[config.mk]
export PLATFORM = sky130hd
export DESIGN_NAME = rca_serial_add_ctrl
export DESIGN_NICKNAME = d
export VERILOG_FILES = /design/src/rtl/rca_serial_add_ctrl.sv
export SDC_FILE = /design/constraint.sdc
export NUM_CORES = 1
export LEC_CHECK = 0
export ABC_AREA = 1
export BUFFER_PORTS_ARGS = -buffer_cell sky130_fd_sc_hd__buf_2
export CAP_MARGIN = 10
export CORE_UTILIZATION = 54
export CTS_BUF_LIST = sky130_fd_sc_hd__clkbuf_8
export CTS_CLUSTER_SIZE = 10
export DETAILED_ROUTE_END_ITERATION = 8
export PLACE_DENSITY = 0.82
export SLEW_MARGIN = 20
export SYNTH_ARGS = -nofsm -noshare
export SYNTH_HDL_FRONTEND = slang
export SYNTH_SLANG_ARGS = --single-unit
[constraint.sdc]
create_clock -name clk -period 1.3 [get_ports clk]
set_input_delay 0.26 -clock clk [delete_from_list [all_inputs] [get_ports clk]]
set_output_delay 0.26 -clock clk [all_outputs]
set_load 0.01 [all_outputs]
[src/rtl/rca_serial_add_ctrl.sv]
// Sequencer that feeds an external 4-bit ripple-carry adder one nibble per cycle,
// LSB nibble first, chaining carries and assembling a DW-bit sum with flags.
module rca_serial_add_ctrl #(
  parameter  int NIBBLES = 4,
  localparam int DW      = 4 * NIBBLES
) (
  input  logic          clk,
  input  logic          rst_n,
  input  logic          in_valid,
  output logic          in_ready,
  input  logic [DW-1:0] op_a,
  input  logic [DW-1:0] op_b,
  input  logic          cin,
  output logic [3:0]    add_a,
  output logic [3:0]    add_b,
  output logic          add_cin,
  input  logic [3:0]    add_sum,
  input  logic          add_cout,
  output logic          out_valid,
  input  logic          out_ready,
  output logic [DW-1:0] result,
  output logic          cout,
  output logic          ovf,
  output logic          busy
);

  localparam int IW = (NIBBLES > 1) ? $clog2(NIBBLES) : 1;

  typedef enum logic [1:0] {S_IDLE, S_RUN, S_DONE} state_t;

  state_t          state_q, state_d;
  logic [DW-1:0]   a_sh_q, a_sh_d;
  logic [DW-1:0]   b_sh_q, b_sh_d;
  logic            carry_q, carry_d;
  logic [IW-1:0]   idx_q, idx_d;
  logic [DW-1:0]   result_q, result_d;
  logic            cout_q, cout_d;
  logic            ovf_q, ovf_d;
  logic            last_nib;

  assign last_nib = (idx_q == IW'(NIBBLES - 1));

  always_ff @(posedge clk or negedge rst_n) begin
    if (!rst_n) begin
      state_q  <= S_IDLE;
      a_sh_q   <= '0;
      b_sh_q   <= '0;
      carry_q  <= 1'b0;
      idx_q    <= '0;
      result_q <= '0;
      cout_q   <= 1'b0;
      ovf_q    <= 1'b0;
    end else begin
      state_q  <= state_d;
      a_sh_q   <= a_sh_d;
      b_sh_q   <= b_sh_d;
      carry_q  <= carry_d;
      idx_q    <= idx_d;
      result_q <= result_d;
      cout_q   <= cout_d;
      ovf_q    <= ovf_d;
    end
  end

  always_comb begin
    state_d  = state_q;
    a_sh_d   = a_sh_q;
    b_sh_d   = b_sh_q;
    carry_d  = carry_q;
    idx_d    = idx_q;
    result_d = result_q;
    cout_d   = cout_q;
    ovf_d    = ovf_q;
    case (state_q)
      S_IDLE: begin
        if (in_valid) begin
          a_sh_d  = op_a;
          b_sh_d  = op_b;
          carry_d = cin;
          idx_d   = '0;
          state_d = S_RUN;
        end
      end
      S_RUN: begin
        // Sum nibbles enter at the top so the LSB nibble ends up at [3:0].
        result_d = DW'({add_sum, result_q} >> 4);
        carry_d  = add_cout;
        a_sh_d   = a_sh_q >> 4;
        b_sh_d   = b_sh_q >> 4;
        idx_d    = idx_q + IW'(1);
        if (last_nib) begin
          cout_d  = add_cout;
          ovf_d   = (a_sh_q[3] == b_sh_q[3]) && (add_sum[3] != a_sh_q[3]);
          idx_d   = '0;
          state_d = S_DONE;
        end
      end
      S_DONE: begin
        if (out_ready) state_d = S_IDLE;
      end
      default: state_d = S_IDLE;
    endcase
  end

  assign in_ready  = (state_q == S_IDLE);
  assign out_valid = (state_q == S_DONE);
  assign busy      = (state_q != S_IDLE);
  assign add_a     = (state_q == S_RUN) ? a_sh_q[3:0] : 4'h0;
  assign add_b     = (state_q == S_RUN) ? b_sh_q[3:0] : 4'h0;
  assign add_cin   = (state_q == S_RUN) ? carry_q : 1'b0;
  assign result    = result_q;
  assign cout      = cout_q;
  assign ovf       = ovf_q;

endmodule

# ---- Yosys cells after proc, flatten, opt, wreduce, memory -nomap -nowiden
# Cells that the tools add are included.
dict set report word_totals {
  in_bits 42
  reg_bits 55
}
dict set report op_classes {
  add_sub_neg 1
  reduce_logical 7
  mux 16
  n_eq_ne 8
}
# operator count
set ops {}
lappend ops {{16-bit case mux with 2 select lines} 2}
lappend ops {{16-bit 2-to-1 mux} 2}
lappend ops {{2-bit 2-to-1 mux} 5}
lappend ops {{4-bit 2-to-1 mux} 2}
lappend ops {{2-bit case mux with 3 select lines} 1}
lappend ops {{2-bit == test (second input constant)} 2}
lappend ops {{2-bit != test (second input constant)} 2}
lappend ops {{2-bit case mux with 2 select lines} 1}
lappend ops {{2-bit AND reduction} 2}
lappend ops {{2-bit nonzero test} 2}
lappend ops {{3-bit AND reduction} 1}
lappend ops {{2-bit by 1-bit adder with 2-bit output (second input constant)} 1}
lappend ops {{2-bit by 1-bit == test with 1-bit output (second input constant)} 1}
lappend ops {{2-bit logical NOT} 1}
lappend ops {{1-bit 2-to-1 mux} 2}
lappend ops {{2-bit by 1-bit != test with 1-bit output (second input constant)} 1}
lappend ops {{1-bit case mux with 2 select lines} 1}
lappend ops {{1-bit == test} 1}
lappend ops {{1-bit logical AND} 1}
lappend ops {{1-bit != test} 1}

# ---- Depth between registers and ports, before layout
# Gate-level depths: netlist of run 1.
dict set report logic_depth {
  ltp_word 3
  mapped_depth 6
}

# ---- Worst setup path after synthesis of run 1
# OpenSTA, ideal clock, no wires.
dict set report synth_timing {
  kind {reg2out}
  start {register state_q[1]}
  end {output add_a[0]}
  arrival_time_ns 1.095
  setup_slack_ns -0.055
  path_stages_with_launch 6
  path_buffers 2
  path_cell_list {dfrtp_1 > inv_1 > nand2_2 > buf_4 > buf_4 > nor2_1}
}
dict set report synth_between {
  elab_chain_cells 2
}
# item line
set synth_rtl {}
lappend synth_rtl {{start: declaration} 31} ;# state_t state_q, state_d;
lappend synth_rtl {{start signal: assignment} 54} ;# state_q <= state_d;
lappend synth_rtl {{2-bit by 1-bit == test with 1-bit output} 108} ;# assign add_a = (state_q == S_RUN) ? a_sh_q[3:0] : 4'h0;
lappend synth_rtl {{4-bit 2-to-1 mux} 108}
lappend synth_rtl {{end: declaration} 14} ;# output logic [3:0] add_a,
# Every way passes these cells.

# ---- Worst setup path after layout of run 1
dict set report layout_timing {
  start {register state_q[1]}
  end {output add_cin}
}
dict set report layout_between {
  elab_chain_cells 2
}
# item line
set layout_rtl {}
lappend layout_rtl {{2-bit by 1-bit == test with 1-bit output} 110} ;# assign add_cin = (state_q == S_RUN) ? carry_q : 1'b0;
lappend layout_rtl {{1-bit 2-to-1 mux} 110}
lappend layout_rtl {{end: declaration} 16} ;# output logic add_cin,
# Every way passes these cells.

==> results of run 1 <==
[cell usage in the layout, fill, tap and decap left out, drive strengths merged]
master       Yosys  layout
clkinv           0       1
clkbuf           0       6
ha               1       1
nor2            14      14
nand2          108     108
dfrtp           55      55
buf             19     102
inv             71      71
bufbuf           0       2
o21ai           25      25
nand3           61      61
o31ai            1       1
dlygate4sd3      0       1
[worst max-delay path by stage]
stage / to / slack [ns] / cells past startpoint
after floorplan: add_a[0] / 0.01 / 5
after global placement: b_sh_q[11] / 0.10 / 6
after detailed placement: b_sh_q[12] / 0.002 / 5
after CTS: add_cin / -0.18 / 5
after global routing: add_cin / -0.23 / 5
final: add_cin / -0.19 / 5
[registers in the layout, indices dropped and copies added, names as in the netlist]
register / flops
a_sh_q: 16
cout: 1
idx_q: 2
carry_q: 1
ovf: 1
state_q: 2
result: 16
b_sh_q: 16
[stage by stage]
stage	std cells	total power [mW]
2_1_floorplan	355	5.63
3_3_place_gp	490	6.85
3_5_place_dp	490	7.03
4_1_cts	509	9.17
5_1_grt	515	10.7
6_report	515	9.96
[per-layer routing]
metal / wire length [um] / vias to the layer above
met3: 392 / 16
met5: 0 / -
met1: 2860 / 1246
met2: 3710 / 110
li1: - / 1269
met4: 131 / 0
[power by group]
part / switching, mW / total (mW) / internal (mW)
Clock: 0.551 / 0.971 / 0.420
Combinational: 3.15 / 6.02 / 2.86
Sequential: 0.470 / 2.98 / 2.51
Total: 4.17 / 9.96 / 5.79
[layout make-up]
cell class / count / area (um^2) / area share
Clock inverter: 1 / 5.00 / 0.00135
Inverter: 71 / 269 / 0.0723
Multi-Input combinational cell: 210 / 1060 / 0.285
Timing Repair Buffer: 105 / 843 / 0.227
Tap cell: 67 / 83.8 / 0.0225
Sequential cell: 55 / 1380 / 0.370
Clock buffer: 6 / 82.6 / 0.0222
[critical path, cell delays in order, from the launching register on]
cell,delay [ns]
sky130_fd_sc_hd__dfrtp_1,0.40
sky130_fd_sc_hd__inv_2,0.08
sky130_fd_sc_hd__nand2_4,0.08
sky130_fd_sc_hd__buf_12,0.16
sky130_fd_sc_hd__nor2_4,0.09
sky130_fd_sc_hd__buf_6,0.11
[logic make-up after synthesis]
family / count (synthesis) / synth area share
and+or+nand+nor: 183 / 0.290
buffers and inverters: 90 / 0.139
DFF: 55 / 0.517
AOI/OAI and AO/OA: 26 / 0.0498
adders and majority gates: 1 / 0.00470
[what timing repair did]
item                       4_1_cts  5_1_grt
buffers inserted                 7        7
pin swaps                        2        5
setup endpoints to repair       14       56
hold endpoints to repair        55        0
hold buffers                     1        0
resized for setup               18       52
gates cloned                     4        1
==> impl_summary.md, run 1 <==
Run
The tool flagged a number of max-cap violations equal to 0.

Run status
The flow ran to the end, but the final reports show violations. The checks that failed: setup timing.

Synth
The number of warnings printed during yosys synthesis is 0. In this run the cell area of the synthesized design comes to approximately 2700 um^2. The synthesized area divided by synthesized cell count is about 7.5 um^2. The cell type with the largest total area after synthesis is sky130_fd_sc_hd__dfrtp_1. The synthesized instance count is ~360. The count of flip-flops with a built-in enable after synthesis is 0. The flip-flop and latch count after synthesis is 55. Among all flip-flop cells after synthesis, the most frequent one is sky130_fd_sc_hd__dfrtp_1.

The sequential element share of the synthesized area is 0.517. In the post-synthesis netlist, the cell with the most instances is sky130_fd_sc_hd__nand2_1. The share of synthesized registers carrying an async set or reset is 1.00. By area the synthesized netlist is led by sky130_fd_sc_hd__dfrtp_1 52%, sky130_fd_sc_hd__nand2_1 15%, sky130_fd_sc_hd__nand3_1 11%. By count the netlist is led by 105 x sky130_fd_sc_hd__nand2_1, 71 x sky130_fd_sc_hd__inv_1, 61 x sky130_fd_sc_hd__nand3_1. Yosys mapped the design onto 12 distinct sky130hd cell types. Synthesis produced a netlist with a net count of between 300 and 400. The proportion of netlist area held by the largest area contributor is 0.517.

Detailed routing
The first detailed-routing pass ran for 4 iterations. The routed design has 7100 um of wire. Once detail routing completed, the nets flagged for antenna violations numbered 0. The number of DRC violations after detailed-routing iteration 0 is 252. After detailed routing, the average wire length per cell comes to around 14 um. In the routed design, unresolved DRC markers number 0. The total vias in the final route is approximately 2600.

After detailed routing, the number of vias per cell comes to roughly 5.1.

Global route
For met1 alone, demand over resource in global routing was 0.331. In the global route stage, met2 resource usage came out at 0.479. The number of global-route vias before repair is around 2500. The initial antenna violation count was 0.

For met3 alone, demand over resource in global routing was 0.0653. The maximum number of pins on one net before global-route repair is 56. The total routing usage reported by global routing is 0.277. The overflow left after global routing is 0. The wire length of the first global-routing pass is 11000 um. The most used routing layer in global routing is met2.

Floorplanning
The initial cell density of the core is 0.564. Row generation in the floorplan step produced 25 rows. The total area inside the core boundary comes to ~4700 um^2.

Measured along the x axis, the die boundary spans around 72 um. The die is 72.2 um tall. The number of I/O pins is 72.

The floorplan die area is 5220 um^2.

STA
The share of the clock period used by the worst path after layout is 1.15. The hold violation count in the final report is 0. The worst hold slack across all endpoints is ~0.13 ns. The final worst setup slack is -0.190 ns. Setup repair after global routing could not meet its margin everywhere. Derived from the worst setup path, the maximum achievable clock frequency is ~0.67 GHz. The smallest clock period supported by the final layout is computed as roughly 1.5 ns. The clock tree skew after final layout is about 0.0073 ns. The max-slew headroom at the worst pin is 0.802.

Setup violations remaining at the end of the flow were counted as 30. The pin slew with the least headroom to its limit is around 0.30 ns. The number of pins exceeding their max-slew limit in the final report is 0.

Adding up every negative setup slack in the final design gives -2.61 ns.

Setup path
The reg-to-reg critical path startpoint is state_q[1]. The critical path data arrival time is approximately 1.2 ns. For the worst setup path, the data required time is between 1 and 1.5 ns. Along the worst path, the maximum fanout reaches 5. The critical path starts at state_q[1].

The setup path with the least slack is of type reg -> out. The critical path startpoint category is a flop. Setup slack on the worst reg-to-reg path comes out at -0.06 ns. STA classifies the critical path endpoint as a primary output. The critical register-to-register path endpoint is idx_q[1]. The number of cells on the worst reg-to-reg path is 7.

Layout
The repair_antennas step left the layout with diodes totalling 0. The filler cells instantiated in the layout total ~320. After routing the design area is between 3000 and 4000 um^2.

The utilization of the core after routing is 0.788. At the end of the flow, the number of nets in the layout was around 490. In the final layout, the share of cells above drive strength 1 is 0.326.

The area growth from synthesis to layout is 39.6%.

Clocking
The number of buffers between clock root and the deepest sink is 2. The number of buffers created by CTS is 5. TritonCTS built the clock tree.

After clock tree synthesis, the clock-pin slew on the worst setup and hold paths is 0.10 ns. Counting every sink on the clock net gives between 50 and 60. CTS built an H-tree with a depth of 2.

Clock tree synthesis selected as its root buffer the cell sky130_fd_sc_hd__clkbuf_8. The clock reaches the later pin of the worst-skew pair after just over 0.3 ns.

Place
Before CTS, the worst setup slack after placement is ~0.0018 ns. The placer congestion estimate is 0.800. The HPWL after detailed placement is slightly above 4000 um. Once placement finished, the instance area stood at around 3200 um^2. The number of buffers inserted by port buffering is 71.

Power and ir drop
The power per unit of standard cell area is 2680 nW/um^2. Across the VDD grid, the largest voltage drop is between 0.0015 and 0.002 V. In this run the static leakage power is 2.12 nW.

Worst hold path
The path category of the worst min-delay check is in -> reg. The destination of the worst hold path is state_q[1]. The beginning of the worst hold path is out_ready. The worst hold path passes through 2 cells.
No activity file was read; power rests on OpenSTA's default activity.
==> inputs of run 2 (changes only) <==
--- a/config.mk
+++ b/config.mk
@@ -8,11 +8,10 @@
 export ABC_AREA = 1
 export BUFFER_PORTS_ARGS = -buffer_cell sky130_fd_sc_hd__buf_2
 export CAP_MARGIN = 10
-export CORE_UTILIZATION = 54
-export CTS_BUF_LIST = sky130_fd_sc_hd__clkbuf_8
+export CORE_UTILIZATION = 52
 export CTS_CLUSTER_SIZE = 10
 export DETAILED_ROUTE_END_ITERATION = 8
-export PLACE_DENSITY = 0.82
+export PLACE_DENSITY = 0.79
 export SLEW_MARGIN = 20
 export SYNTH_ARGS = -nofsm -noshare
 export SYNTH_HDL_FRONTEND = slang
==> run 2 against run 1 <==
- the run still ends with setup timing left
- register-to-register slack about the same
- sequential cell count unchanged
- cell count decreased by 0.78%
- non-clock buffer count decreased by 3
- sequential share of layout area increased by 0.81 points
- clock skew increased by 0.0025 ns
- global-route usage decreased by 3.6 points
- routed wire length decreased by 1.7%
- fmax decreased by 0.67%
- sequential power about the same
- setup slack got worse by 0.010 ns
- core utilization decreased by 3.1 points
==> impl_summary.md, run 2 (same netlist as run 1, synthesis figures left out) <==
Layout
The library cells used most frequently in the layout, excluding fill and tap cells, are 105 x sky130_fd_sc_hd__nand2_1, 70 x sky130_fd_sc_hd__inv_1, 63 x sky130_fd_sc_hd__buf_2. The share of cells above drive strength 1 was 0.288 (-0.0376). The layout net count came to 488 (-0.61%). The number of antenna cells inserted is 0 (unchanged). The total of fill cells in the finished design is 351 (+11%). The area growth from synthesis to layout is 36.8%. The design area is 3640 um^2 (-2.1%). The utilization of the core after routing is 0.756 (-0.0312). The commonest non-fill, non-tap cell in the layout is sky130_fd_sc_hd__nand2_1.

Setup path
The largest fanout on the critical path is 7 (+2). The critical path data arrival time is 1.24 ns (about the same). The signal on the critical path passes through inv_2, nand2_4, buf_12, nor2_4, buf_6.

STA classifies the critical path startpoint as a flop. The maximum single-stage delay on the critical path is 0.41 ns (about the same). The type of destination of the critical path is a primary output. The total buffers and inverters traversed by the critical path came to 3 (unchanged). By startpoint and endpoint, the worst setup path is classified as reg -> out. The cell family contributing the most delay on the critical path is flip-flops. On the critical path, the stage with the largest delay is an instance of sky130_fd_sc_hd__dfrtp_1.

The data required time of the worst path was 1.04 ns (about the same).

Power and ir drop
The largest vdd supply drop came to 0.00149 V (-1.9%). The standby leakage power is 2.09 nW (-1.0%). The power per unit of standard cell area was 2620 nW/um^2 (-2.2%).

Floorplanning
The die height was 73.6 um (+1.9%). The area of the placeable core is 4820 um^2 (+2.0%). The row count is 25 (unchanged). The width of the die is 73.6 um (+1.9%). The initial cell density of the core is 0.553 (-0.0110). The floorplan die area is 5410 um^2 (+3.7%). The number of I/O pins came to 72 (unchanged).

Detailed routing
The residual antenna-violating net count after detailed routing was 0 (unchanged). The vias per cell came to 4.99 (-2.8%). The routed wire length per instance is 13.6 um (-0.95%). The number of DRC violations after detailed-routing iteration 0 is 223 (-12%).

The number of optimization iterations in the first detailed-route pass was 4 (unchanged). The total vias in the final route is 2548 (-3.5%). The number of remaining DRC errors is 0 (unchanged). The total wire length is 6970 um (-1.7%).

STA
The setup TNS is -2.87 ns (-0.256 ns). The hold violation count in the final report is 0 (unchanged). The number of endpoints failing setup at the final stage is 40 (+33%). The time the final worst path needs with I/O delays and setup is 1.50 ns (+0.0101 ns).

The achievable clock frequency is 0.667 GHz (-0.67%). Setup repair after global routing could not meet its margin everywhere. The final worst setup slack is -0.200 ns (-0.0101 ns). The share of the clock period used by the worst path after layout came to 1.15 (+0.00774). The max-slew headroom at the worst pin is 0.808 (+0.00622). The clock tree skew after final layout was 0.00984 ns (+0.00252 ns). The number of pins exceeding their max-slew limit in the final report came to 0 (unchanged). The pin slew with the least headroom to its limit is 0.287 ns (-0.00933 ns).

Clocking
The master cell of the clock root buffer is sky130_fd_sc_hd__clkbuf_8. The number of buffers created by CTS is 5 (unchanged). The H-tree depth reported by CTS is 2 (unchanged). The source-to-sink clock delay at the later pin of the worst-skew pair came to 0.31 ns (about the same).

The sink count of the clock tree was 55 (unchanged). TritonCTS built the clock tree. The clock transition time at the flip-flop clock pins of the worst setup and hold paths came to 0.10 ns (about the same). The number of buffers between clock root and the deepest sink was 2 (unchanged).

Run status
The run finished, with violations left. The checks that failed: setup timing.

Worst hold path
The min-delay analysis places its worst path in the category in -> reg.

Place
The number of buffers inserted by port buffering is 71 (unchanged). The cell area after placement is 3200 um^2 (+0.71%). The HPWL after detailed placement is 4050 um (+0.23%). The placer congestion estimate was 0.828 (+3.5%).

Global route
The number of global-route vias before repair was 2341 (-5.2%). The overflow left after global routing came to 0 (unchanged). The initial antenna violation count is 0 (unchanged).

The wire length of the first global-routing pass was 9940 um (-9.4%). The total routing usage reported by global routing was 0.241 (-0.0365). The maximum number of pins on one net before global-route repair was 56 (unchanged).

Run
The number of maximum-capacitance violations came to 0 (unchanged).
run 2: what timing repair did:
action                                 in CTS  in global routing
hold buffers                                1                  0
resized for setup                          12                 34
cloned                                      2                  3
setup buffers                               3                  3
setup endpoints to repair                  12                 52
endpoints found under the hold margin      55                  0
run 2: power by group:
part           switching [mW]  internal, mW
clock network           0.508         0.361
logic                    2.99          2.69
registers               0.480          2.51
run 2: area by class of cell:
cell class / instances / area [um^2] / area share
multi-input combinational: 210 / 1020 / 0.280
inverter: 71 / 267 / 0.0731
tap: 67 / 83.8 / 0.0230
timing repair buffer: 102 / 822 / 0.226
clock buffer: 6 / 72.6 / 0.0199
sequential: 55 / 1380 / 0.378
run 2: worst paths after layout:
| check | start | to | slack (ns) | cells past startpoint |
|---|---|---|---|---|
| max in group asynchronous | rst_n | state_q[0] | 0.56 | 3 |
| worst max-delay path | state_q[1] | add_a[3] | -0.20 | 5 |
| worst max register to register | state_q[0] | b_sh_q[11] | -0.07 | 7 |
| min in group asynchronous | rst_n | result[11] | 0.49 | 3 |
| worst min register to register | result[1] | result[1] | 0.48 | 2 |
| worst min-delay path | out_ready | state_q[1] | 0.16 | 2 |
run 2: worst reg2reg max path, delay by kind of cell (launching register included):
kind,cells,cell delay (ns)
buf+inv,3,0.43
flops,1,0.47
simple gates,4,0.36
run 2: per-layer routing:
| metal | part of all wire | up-vias | GRT usage |
|---|---|---|---|
| met1 | 0.40 | 1185 | 0.298 |
| met5 | 0 | - | 0 |
| met4 | 0.026 | 0 | 0.0662 |
| met2 | 0.52 | 92 | 0.428 |
| li1 | - | 1254 | - |
| met3 | 0.059 | 17 | 0.0453 |
run 2: metrics by stage:
step,setup WS [ns],total power [mW],hold WS [ns],cells
3_3_place_gp,0.128,6.94,0.281,493
6_report,-0.200,9.54,0.160,511
3_5_place_dp,0.0815,7.11,0.274,493
5_1_grt,-0.229,10.2,0.158,511
2_1_floorplan,0.00971,5.63,-0.0356,355
4_1_cts,-0.150,8.53,0.164,505
